**src/rtl/cprv_mem_stage.sv**
```systemverilog
// cprv64g memory-access stage: one in-flight instruction, byte-lane stores, extended loads.
// Optional misalignment trap enabled by defining CPRV_MEM_MISALIGN_TRAP_EN.
module cprv_mem_stage #(
    parameter int DATA_WIDTH = 64,
    parameter int ADDR_WIDTH = 64
) (
    input  logic                  clk,
    input  logic                  rst,
    input  logic                  valid_mem_i,
    output logic                  ready_mem_o,
    input  logic [DATA_WIDTH-1:0] alu_out_mem_i,
    input  logic [DATA_WIDTH-1:0] rs2_data_mem_i,
    input  logic [4:0]            rd_addr_mem_i,
    input  logic                  rd_en_mem_i,
    input  logic [6:0]            opcode_mem_i,
    input  logic [2:0]            funct3_mem_i,
    output logic                  dmem_valid_o,
    input  logic                  dmem_ready_i,
    output logic                  dmem_we_o,
    output logic [ADDR_WIDTH-1:0] dmem_addr_o,
    output logic [DATA_WIDTH-1:0] dmem_wdata_o,
    output logic [7:0]            dmem_wstrb_o,
    input  logic                  dmem_rvalid_i,
    input  logic [DATA_WIDTH-1:0] dmem_rdata_i,
    output logic                  valid_wb_o,
    input  logic                  ready_wb_i,
    output logic [DATA_WIDTH-1:0] alu_out_wb_o,
    output logic [DATA_WIDTH-1:0] mem_data_wb_o,
    output logic [4:0]            rd_addr_wb_o,
    output logic                  rd_en_wb_o,
    output logic [6:0]            opcode_wb_o,
    output logic [2:0]            funct3_wb_o
`ifdef CPRV_MEM_MISALIGN_TRAP_EN
    ,
    output logic                  misalign_wb_o
`endif
);

    localparam logic [6:0] OP_LOAD  = 7'b0000011;
    localparam logic [6:0] OP_STORE = 7'b0100011;

    typedef enum logic [1:0] {
        S_IDLE,
        S_DREQ,
        S_DRESP,
        S_OUT
    } state_t;

    state_t state_q, state_d;

    logic [DATA_WIDTH-1:0] alu_q;
    logic [DATA_WIDTH-1:0] mem_data_q;
    logic [4:0]            rd_addr_q;
    logic                  rd_en_q;
    logic [6:0]            opcode_q;
    logic [2:0]            funct3_q;
    logic [ADDR_WIDTH-1:0] dmem_addr_q;
    logic [DATA_WIDTH-1:0] dmem_wdata_q;
    logic [7:0]            dmem_wstrb_q;
    logic                  dmem_we_q;

    logic                  accept;
    logic                  is_load_in;
    logic                  is_store_in;
    logic                  mem_go;
    logic [2:0]            offset_in;
    logic [7:0]            size_mask;
    logic [7:0]            store_wstrb;
    logic [DATA_WIDTH-1:0] store_wdata;
    logic [DATA_WIDTH-1:0] load_shift;
    logic [DATA_WIDTH-1:0] load_ext;
    logic                  load_sx;

    assign accept      = valid_mem_i & ready_mem_o;
    assign is_load_in  = (opcode_mem_i == OP_LOAD);
    assign is_store_in = (opcode_mem_i == OP_STORE);
    assign offset_in   = alu_out_mem_i[2:0];

`ifdef CPRV_MEM_MISALIGN_TRAP_EN
    logic misaligned_in;
    logic misalign_q;

    always_comb begin
        misaligned_in = 1'b0;
        if (is_load_in || is_store_in) begin
            case (funct3_mem_i[1:0])
                2'b01:   misaligned_in = offset_in[0];
                2'b10:   misaligned_in = |offset_in[1:0];
                2'b11:   misaligned_in = |offset_in;
                default: misaligned_in = 1'b0;
            endcase
        end
    end

    assign mem_go        = (is_load_in | is_store_in) & ~misaligned_in;
    assign misalign_wb_o = misalign_q;
`else
    assign mem_go = is_load_in | is_store_in;
`endif

    always_comb begin
        size_mask = 8'h01;
        case (funct3_mem_i[1:0])
            2'b00: size_mask = 8'h01;
            2'b01: size_mask = 8'h03;
            2'b10: size_mask = 8'h0F;
            2'b11: size_mask = 8'hFF;
            default: size_mask = 8'h01;
        endcase
    end

    // Lanes shifted past byte 7 fall off the top of the 8-bit strobe and 64-bit data.
    assign store_wstrb = size_mask << offset_in;
    assign store_wdata = rs2_data_mem_i << {offset_in, 3'b000};

    assign load_shift = dmem_rdata_i >> {alu_q[2:0], 3'b000};
    assign load_sx    = ~funct3_q[2];

    always_comb begin
        load_ext = load_shift;
        case (funct3_q[1:0])
            2'b00: load_ext = {{56{load_sx & load_shift[7]}},  load_shift[7:0]};
            2'b01: load_ext = {{48{load_sx & load_shift[15]}}, load_shift[15:0]};
            2'b10: load_ext = {{32{load_sx & load_shift[31]}}, load_shift[31:0]};
            2'b11: load_ext = load_shift;
            default: load_ext = load_shift;
        endcase
    end

    always_comb begin
        state_d = state_q;
        case (state_q)
            S_IDLE:  if (accept) state_d = mem_go ? S_DREQ : S_OUT;
            S_DREQ:  if (dmem_ready_i) state_d = dmem_we_q ? S_OUT : S_DRESP;
            S_DRESP: if (dmem_rvalid_i) state_d = S_OUT;
            S_OUT:   if (ready_wb_i) state_d = S_IDLE;
            default: state_d = S_IDLE;
        endcase
    end

    assign ready_mem_o  = (state_q == S_IDLE);
    assign valid_wb_o   = (state_q == S_OUT);
    assign dmem_valid_o = (state_q == S_DREQ);

    always_ff @(posedge clk) begin
        if (rst) begin
            state_q      <= S_IDLE;
            alu_q        <= '0;
            mem_data_q   <= '0;
            rd_addr_q    <= '0;
            rd_en_q      <= 1'b0;
            opcode_q     <= '0;
            funct3_q     <= '0;
            dmem_addr_q  <= '0;
            dmem_wdata_q <= '0;
            dmem_wstrb_q <= '0;
            dmem_we_q    <= 1'b0;
`ifdef CPRV_MEM_MISALIGN_TRAP_EN
            misalign_q   <= 1'b0;
`endif
        end else begin
            state_q <= state_d;
            if (accept) begin
                alu_q        <= alu_out_mem_i;
                mem_data_q   <= '0;
                rd_addr_q    <= rd_addr_mem_i;
                opcode_q     <= opcode_mem_i;
                funct3_q     <= funct3_mem_i;
                dmem_addr_q  <= {alu_out_mem_i[ADDR_WIDTH-1:3], 3'b000};
                dmem_we_q    <= is_store_in;
                dmem_wdata_q <= is_store_in ? store_wdata : '0;
                dmem_wstrb_q <= is_store_in ? store_wstrb : 8'h00;
`ifdef CPRV_MEM_MISALIGN_TRAP_EN
                rd_en_q      <= rd_en_mem_i & ~misaligned_in;
                misalign_q   <= misaligned_in;
`else
                rd_en_q      <= rd_en_mem_i;
`endif
            end
            if ((state_q == S_DRESP) && dmem_rvalid_i) begin
                mem_data_q <= load_ext;
            end
        end
    end

    assign dmem_addr_o   = dmem_addr_q;
    assign dmem_we_o     = dmem_we_q;
    assign dmem_wdata_o  = dmem_wdata_q;
    assign dmem_wstrb_o  = dmem_wstrb_q;
    assign alu_out_wb_o  = alu_q;
    assign mem_data_wb_o = mem_data_q;
    assign rd_addr_wb_o  = rd_addr_q;
    assign rd_en_wb_o    = rd_en_q;
    assign opcode_wb_o   = opcode_q;
    assign funct3_wb_o   = funct3_q;

endmodule

```
**config.mk**
```make
export PLATFORM = sky130hd
export DESIGN_NAME = cprv_mem_stage
export DESIGN_NICKNAME = d
export VERILOG_FILES = /design/src/rtl/cprv_mem_stage.sv
export SDC_FILE = /design/constraint.sdc
export NUM_CORES = 1
export LEC_CHECK = 0
export BUFFER_PORTS_ARGS = -buffer_cell sky130_fd_sc_hd__clkbuf_2
export CAP_MARGIN = 20
export CORE_AREA = 2 2 194 196
export CTS_CLUSTER_DIAMETER = 60
export DETAILED_ROUTE_END_ITERATION = 7
export DIE_AREA = 0 0 196 198
export PLACE_DENSITY = 0.61
export SLEW_MARGIN = 20
export SYNTH_ARGS = -nofsm -noshare
export SYNTH_HDL_FRONTEND = slang
export SYNTH_SLANG_ARGS = --single-unit
```
**constraint.sdc**
```tcl
create_clock -name clk -period 2.5 [get_ports clk]
set_clock_uncertainty 0.15 [all_clocks]
set_input_delay 0.375 -clock clk [delete_from_list [all_inputs] [get_ports clk]]
set_output_delay 0.375 -clock clk [all_outputs]
set_load 0.005 [all_outputs]
```
Word-level counts from Yosys, hierarchy flattened --
Index checks and enable logic that the tools add are counted.
Cells by class: eq/ne operators 15, shifts and indexed selects 3, muxes and demuxes 13, bitwise logic cells 6, reductions and logical operators 6
Operators with widths (number):
- $pmux 64 s4 | 1
- $mux 64 | 3
- $shl 64x6->64 | 1
- $shr 64x6->64 | 1
- $pmux 8 s4 | 1
- $eq 2x2->1 const B | 6
- $mux 2 | 5
- $mux 8 | 1
- $pmux 2 s4 | 1
- $shl 8x3->8 | 1
- $eq 7x2->1 const B | 1
- $eq 7x6->1 const B | 1
- $eq 2x1->1 const B | 3
- $logic_not 2->1 | 3
- $ne 2x1->1 const B | 3
- $and 1x1->1 | 4
- $reduce_and 4->1 | 1
- $ne 2x2->1 const B | 1
- $reduce_bool 2->1 | 1
- $logic_and 1x1->1 | 1
- $mux 1 | 1
- $not 1->1 | 1
- $or 1x1->1 | 1
Word-level totals: register bits after elaboration 280, input port bits 214, output and inout bits 284, logic and storage cells 54

Longest topological paths before layout --
depth after elaboration 5, gate-level depth with buffers 9, depth with buffers taken out 7

Worst setup path before layout --
OpenSTA, ideal clock, no wires.
path type reg-to-reg, start point reg state_q[0], end point reg mem_data_q[22], in the netlist mem_data_wb_o[22], setup time 69 ps, arrival 1947 ps, data required time 2281 ps, slack 334 ps, stages on the path, launching flop included 10, buffers on the path 3, clock period less this slack 2166 ps, cells stage by stage dfxtp_1 inv_1 ha_1 and2_1 clkbuf_1 nor3_1 clkbuf_1 clkbuf_1 nand2_1 o21ai_1
Between the ends: cells in the longest elaborated chain, start to end 3, elaborated cells between the ends (all ways) 6, those cells by class eq/ne: 1; mux: 1; bitwise: 1; reduce/logical: 3
Ends and longest elaborated chain:
- from (decl) | line 49 | state_t state_q, state_d;
- from (signal assigned) | line 162 | state_q <= state_d;
- $eq 2x2->1 / $logic_not 2->1 (equally long branches) | line 180, 141
- $logic_and 1x1->1 / $and 1x1->1 (equally long branches) | line 180, 74
- $mux 64 / $reduce_bool 2->1 (equally long branches)
- to (signal assigned) | line 181 | mem_data_q <= load_ext;
- to (decl) | line 52 | logic [DATA_WIDTH-1:0] mem_data_q;
Several ways; a longest one is shown, not always the timed one. A chain may end at the register's enable or synchronous reset.

Final worst setup path --
start point reg alu_q[1], in the netlist alu_out_wb_o[1], end point reg mem_data_q[10], in the netlist mem_data_wb_o[10]
Between the ends: cells in the longest elaborated chain, start to end 4
Ends and longest elaborated chain:
- from (decl) | line 51 | logic [DATA_WIDTH-1:0] alu_q;
- from (signal assigned) | line 164 | alu_q <= alu_out_mem_i;
- $shr 64x6->64 * | line 116 | assign load_shift = dmem_rdata_i >> {alu_q[2:0], 3'b000};
- $and 1x1->1 | line 122 | 2'b00: load_ext = {{56{load_sx & load_shift[7]}}, load_shift[7:0]};
- $pmux 64 s4 * | line 121 | case (funct3_q[1:0])
- $mux 64 * | line 180 | if ((state_q == S_DRESP) && dmem_rvalid_i) begin
Mark *: on every way between the ends. The rest lies on a longest branch, timed or not. The select of a mux whose other input is x is not followed.

==> impl_metrics.tcl <==
set metrics [dict create \
    totalWireLength_um 48500 \
    placed_area_mm2 0.0142 \
    die_w_um 196 \
    cp_top_family "simple AND/OR/NAND/NOR gates" \
    period_needed_ns 2.38 \
    syn_to_final_growth_pct 39.1 \
    wire_per_inst_um 20.7 \
    maxSlewViolCount 0 \
    drtPass1Iterations 5 \
    synth_ff_type "dfxtp_1" \
    rows 71 \
    highest_layer "met4" \
    fin_area_mm2 0.0160 \
    cts.repair.resized 0 \
    start_util 0.311 \
    grt_setup_unrepaired "yes" \
    clock_sink_count 219 \
    vias 12300 \
    powerDensity_mw_per_mm2 782 \
    worst_slack_ns 0.123 \
    antenna_found_initial 0 \
    synth.distinct_cells 49 \
    ys_ff_latch 219 \
    setup_violations 0 \
    post-place-ws_ns -0.141 \
    synth_area_mm2 0.0115 \
    hp-start "funct3_mem_i[0]" \
    instances_no_fill 2346 \
    hold_violations 0 \
    r2r_start "alu_out_wb_o[1]" \
    rr_worst_depth 6 \
    wl_met1_um 20000 \
    seqCellArea_mm2 0.00439 \
    place_congestion 0.901 \
    period_share 0.951 \
    gr-total-overflow 0 \
    yosys_warnings 0 \
    filler_cell_count 3676 \
    worst_pin_slew_ns 0.743 \
    status "finished clean" \
    utilization 0.433 \
    cp.required_ns 2.82 \
    die_h_um 198 \
    worstPathMaxFanout 60 \
    num_io_pins 498 \
    drt_iter0_markers 776 \
    whs_ns 0.0232 \
    grt_pass1_vias 11500 \
    synth-edff-count 0 \
    drive_gt1_frac 0.344 \
    grt_max_degree 84 \
    clk_pin_slew_worst_paths_ns 0.06 \
    crit_type "reg2reg" \
    worst_r2r_endpoint "mem_data_wb_o[10]" \
    holdPathEnd "funct3_wb_o[0]" \
    ant_nets 0 \
    clock_latency_ns 0.56 \
    route.met3.wl_um 3140 \
    port-buffer-count 494 \
    synth_xor_area_frac 0 \
    cts_setup_buffers 0 \
    path_cells "buf_12, mux2i_1, a22o_1, nor4_2, nand2_1, a211oi_1" \
    placedCellCount 2210 \
    maxSlewHeadroom 0.504 \
    critPathMaxStageDelay_ns 0.46 \
    drc 0 \
    cts.htree.levels 1 \
    synth_compound_area_frac 0.200 \
    coreArea_mm2 0.0370 \
    hpwl_um 36300 \
    critPathArrivalTime_ns 2.70 \
    finalSetupTns_ns 0 \
    reg2reg_slack_ns 0.12 \
    power_leakage_nw 7.03 \
    fmax_mhz 421 \
    synth_area_per_cell_um2 8.41 \
    synth_cells 1368 \
    ys_async_sr_fraction 0 \
    grt_usage 0.236 \
    cts_tree "built" \
    synth_top_family_by_area "compound AO/OA/AOI/OAI gates" \
    end_kind "register" \
    min_path_cells 3 \
    multi_input_area_mm2 0.00611 \
    ir_worst_vdd_mv 0.530 \
    cts-root-buf "clkbuf_16" \
    cts_buffers 29 \
    path_buf_inv 1 \
    crit_slowest_cell "dfxtp_2" \
    synthAdderAreaFrac 0.00435 \
    cp-start-kind "register" \
    grt_pass1_wl_um 70800 \
    final_nets 2069 \
    vias_per_cell 5.24 \
    synth-simple-area-share 0.156 \
    synth-seq-area-share 0.381 \
    drv_cap 0 \
    cts_buffer_depth 3 \
    hp-class "in2reg" \
    die-area_mm2 0.0388 \
    power_mw 12.5 \
    muxShareOfSynthArea 0.168 \
    dr_wl_met2_um 23300 \
]
-- synthesized netlist by cell type (21+ instances only) --
cell      instances  share of area
nand2_1         256          0.084
dfxtp_1         219           0.38
mux2i_1         121           0.11
a21oi_1         117          0.051
clkbuf_1         83          0.027
o21ai_0          73          0.032
buf_4            68          0.044
nor2_1           67          0.022
a211oi_1         49          0.032
nor3_1           38          0.017
mux4_2           28          0.055
a22oi_1          26          0.017
a22o_1           23          0.018
nor2b_1          23          0.013
o21ai_1          21         0.0091
-- worst max-delay path by stage --
stage	cells after the start	startpoint	endpoint	slack [ns]
6_report	6	alu_out_wb_o[1]	mem_data_wb_o[10]	0.12
5_1_grt	6	alu_out_wb_o[1]	mem_data_wb_o[10]	-0.006
3_5_place_dp	7	opcode_mem_i[6]	dmem_wdata_o[8]	-0.14
2_1_floorplan	9	state_q[0]	mem_data_wb_o[22]	0.33
4_1_cts	6	alu_out_wb_o[1]	mem_data_wb_o[10]	0.14
3_3_place_gp	7	opcode_mem_i[6]	dmem_wstrb_o[1]	-0.12
-- state kept, by name, indices dropped and copies added, names as in the netlist, 2 cells and up --
name	flops
alu_out_wb_o	64
dmem_wstrb_o	8
state_q	2
mem_data_wb_o	64
dmem_wdata_o	64
rd_addr_wb_o	5
funct3_wb_o	3
opcode_wb_o	7
-- area by class of cell --
type / instances / share of cell area
diodes: 1 / 0.000156
flip-flops and latches: 219 / 0.274
clock buffers: 36 / 0.0476
repair buffers: 633 / 0.242
well taps: 474 / 0.0371
multi-input cells: 951 / 0.382
clock inverters: 15 / 0.0129
inverters: 17 / 0.00399
-- cell usage in the layout (no fill, tap or decap), types with 6 or more instances in the layout --
master,count
buf_4,45
inv_1,16
clkbuf_16,29
a21oi_1,117
mux4_2,28
a22oi_1,26
buf_12,12
clkbuf_2,492
o21ai_1,20
o22ai_1,19
clkbuf_1,6
nand2_1,255
nor2b_1,23
o21a_1,10
a211oi_1,49
a22o_1,23
dfxtp_1,216
a222oi_1,7
dlygate4sd3_1,83
nor3_1,37
o21ai_0,73
nor2_1,66
a2111oi_0,7
nand3b_1,11
mux2_2,8
mux2i_1,121
-- worst reg2reg max path, stage by stage, from the launching register on --
cell and delay [ns]:
dfxtp_2 0.46, buf_12 0.35, mux2i_1 0.17, a22o_1 0.23
nor4_2 0.37, nand2_1 0.28, a211oi_1 0.29
-- kinds of logic after synthesis --
| kind of cell | after synthesis |
|---|---|
| and+or+nand+nor | 418 |
| AOI/OAI and AO/OA | 369 |
| DFF | 219 |
| buffers and inverters | 200 |
| muxes | 157 |
| adders and majority gates | 4 |
| other | 1 |
-- routing by layer --
metal  vias up  global-route usage
met3       113              0.0426
li1       5769                   -
met2       529               0.401
met4         0              0.0960
met5         -                   0
met1      5877               0.296
-- timing repair --
action / in CTS / in global routing
setup endpoints to repair: 0 / 2
hold buffers: 83 / 0
endpoints found under the hold margin: 83 / 0
-- power by group --
| part | switching, mW | total [mW] | internal [mW] |
|---|---|---|---|
| clock | 1.66 | 4.24 | 2.59 |
| combinational | 2.38 | 4.01 | 1.63 |
| sequential | 0.355 | 4.25 | 3.90 |
No activity file was read; power rests on OpenSTA's default activity.
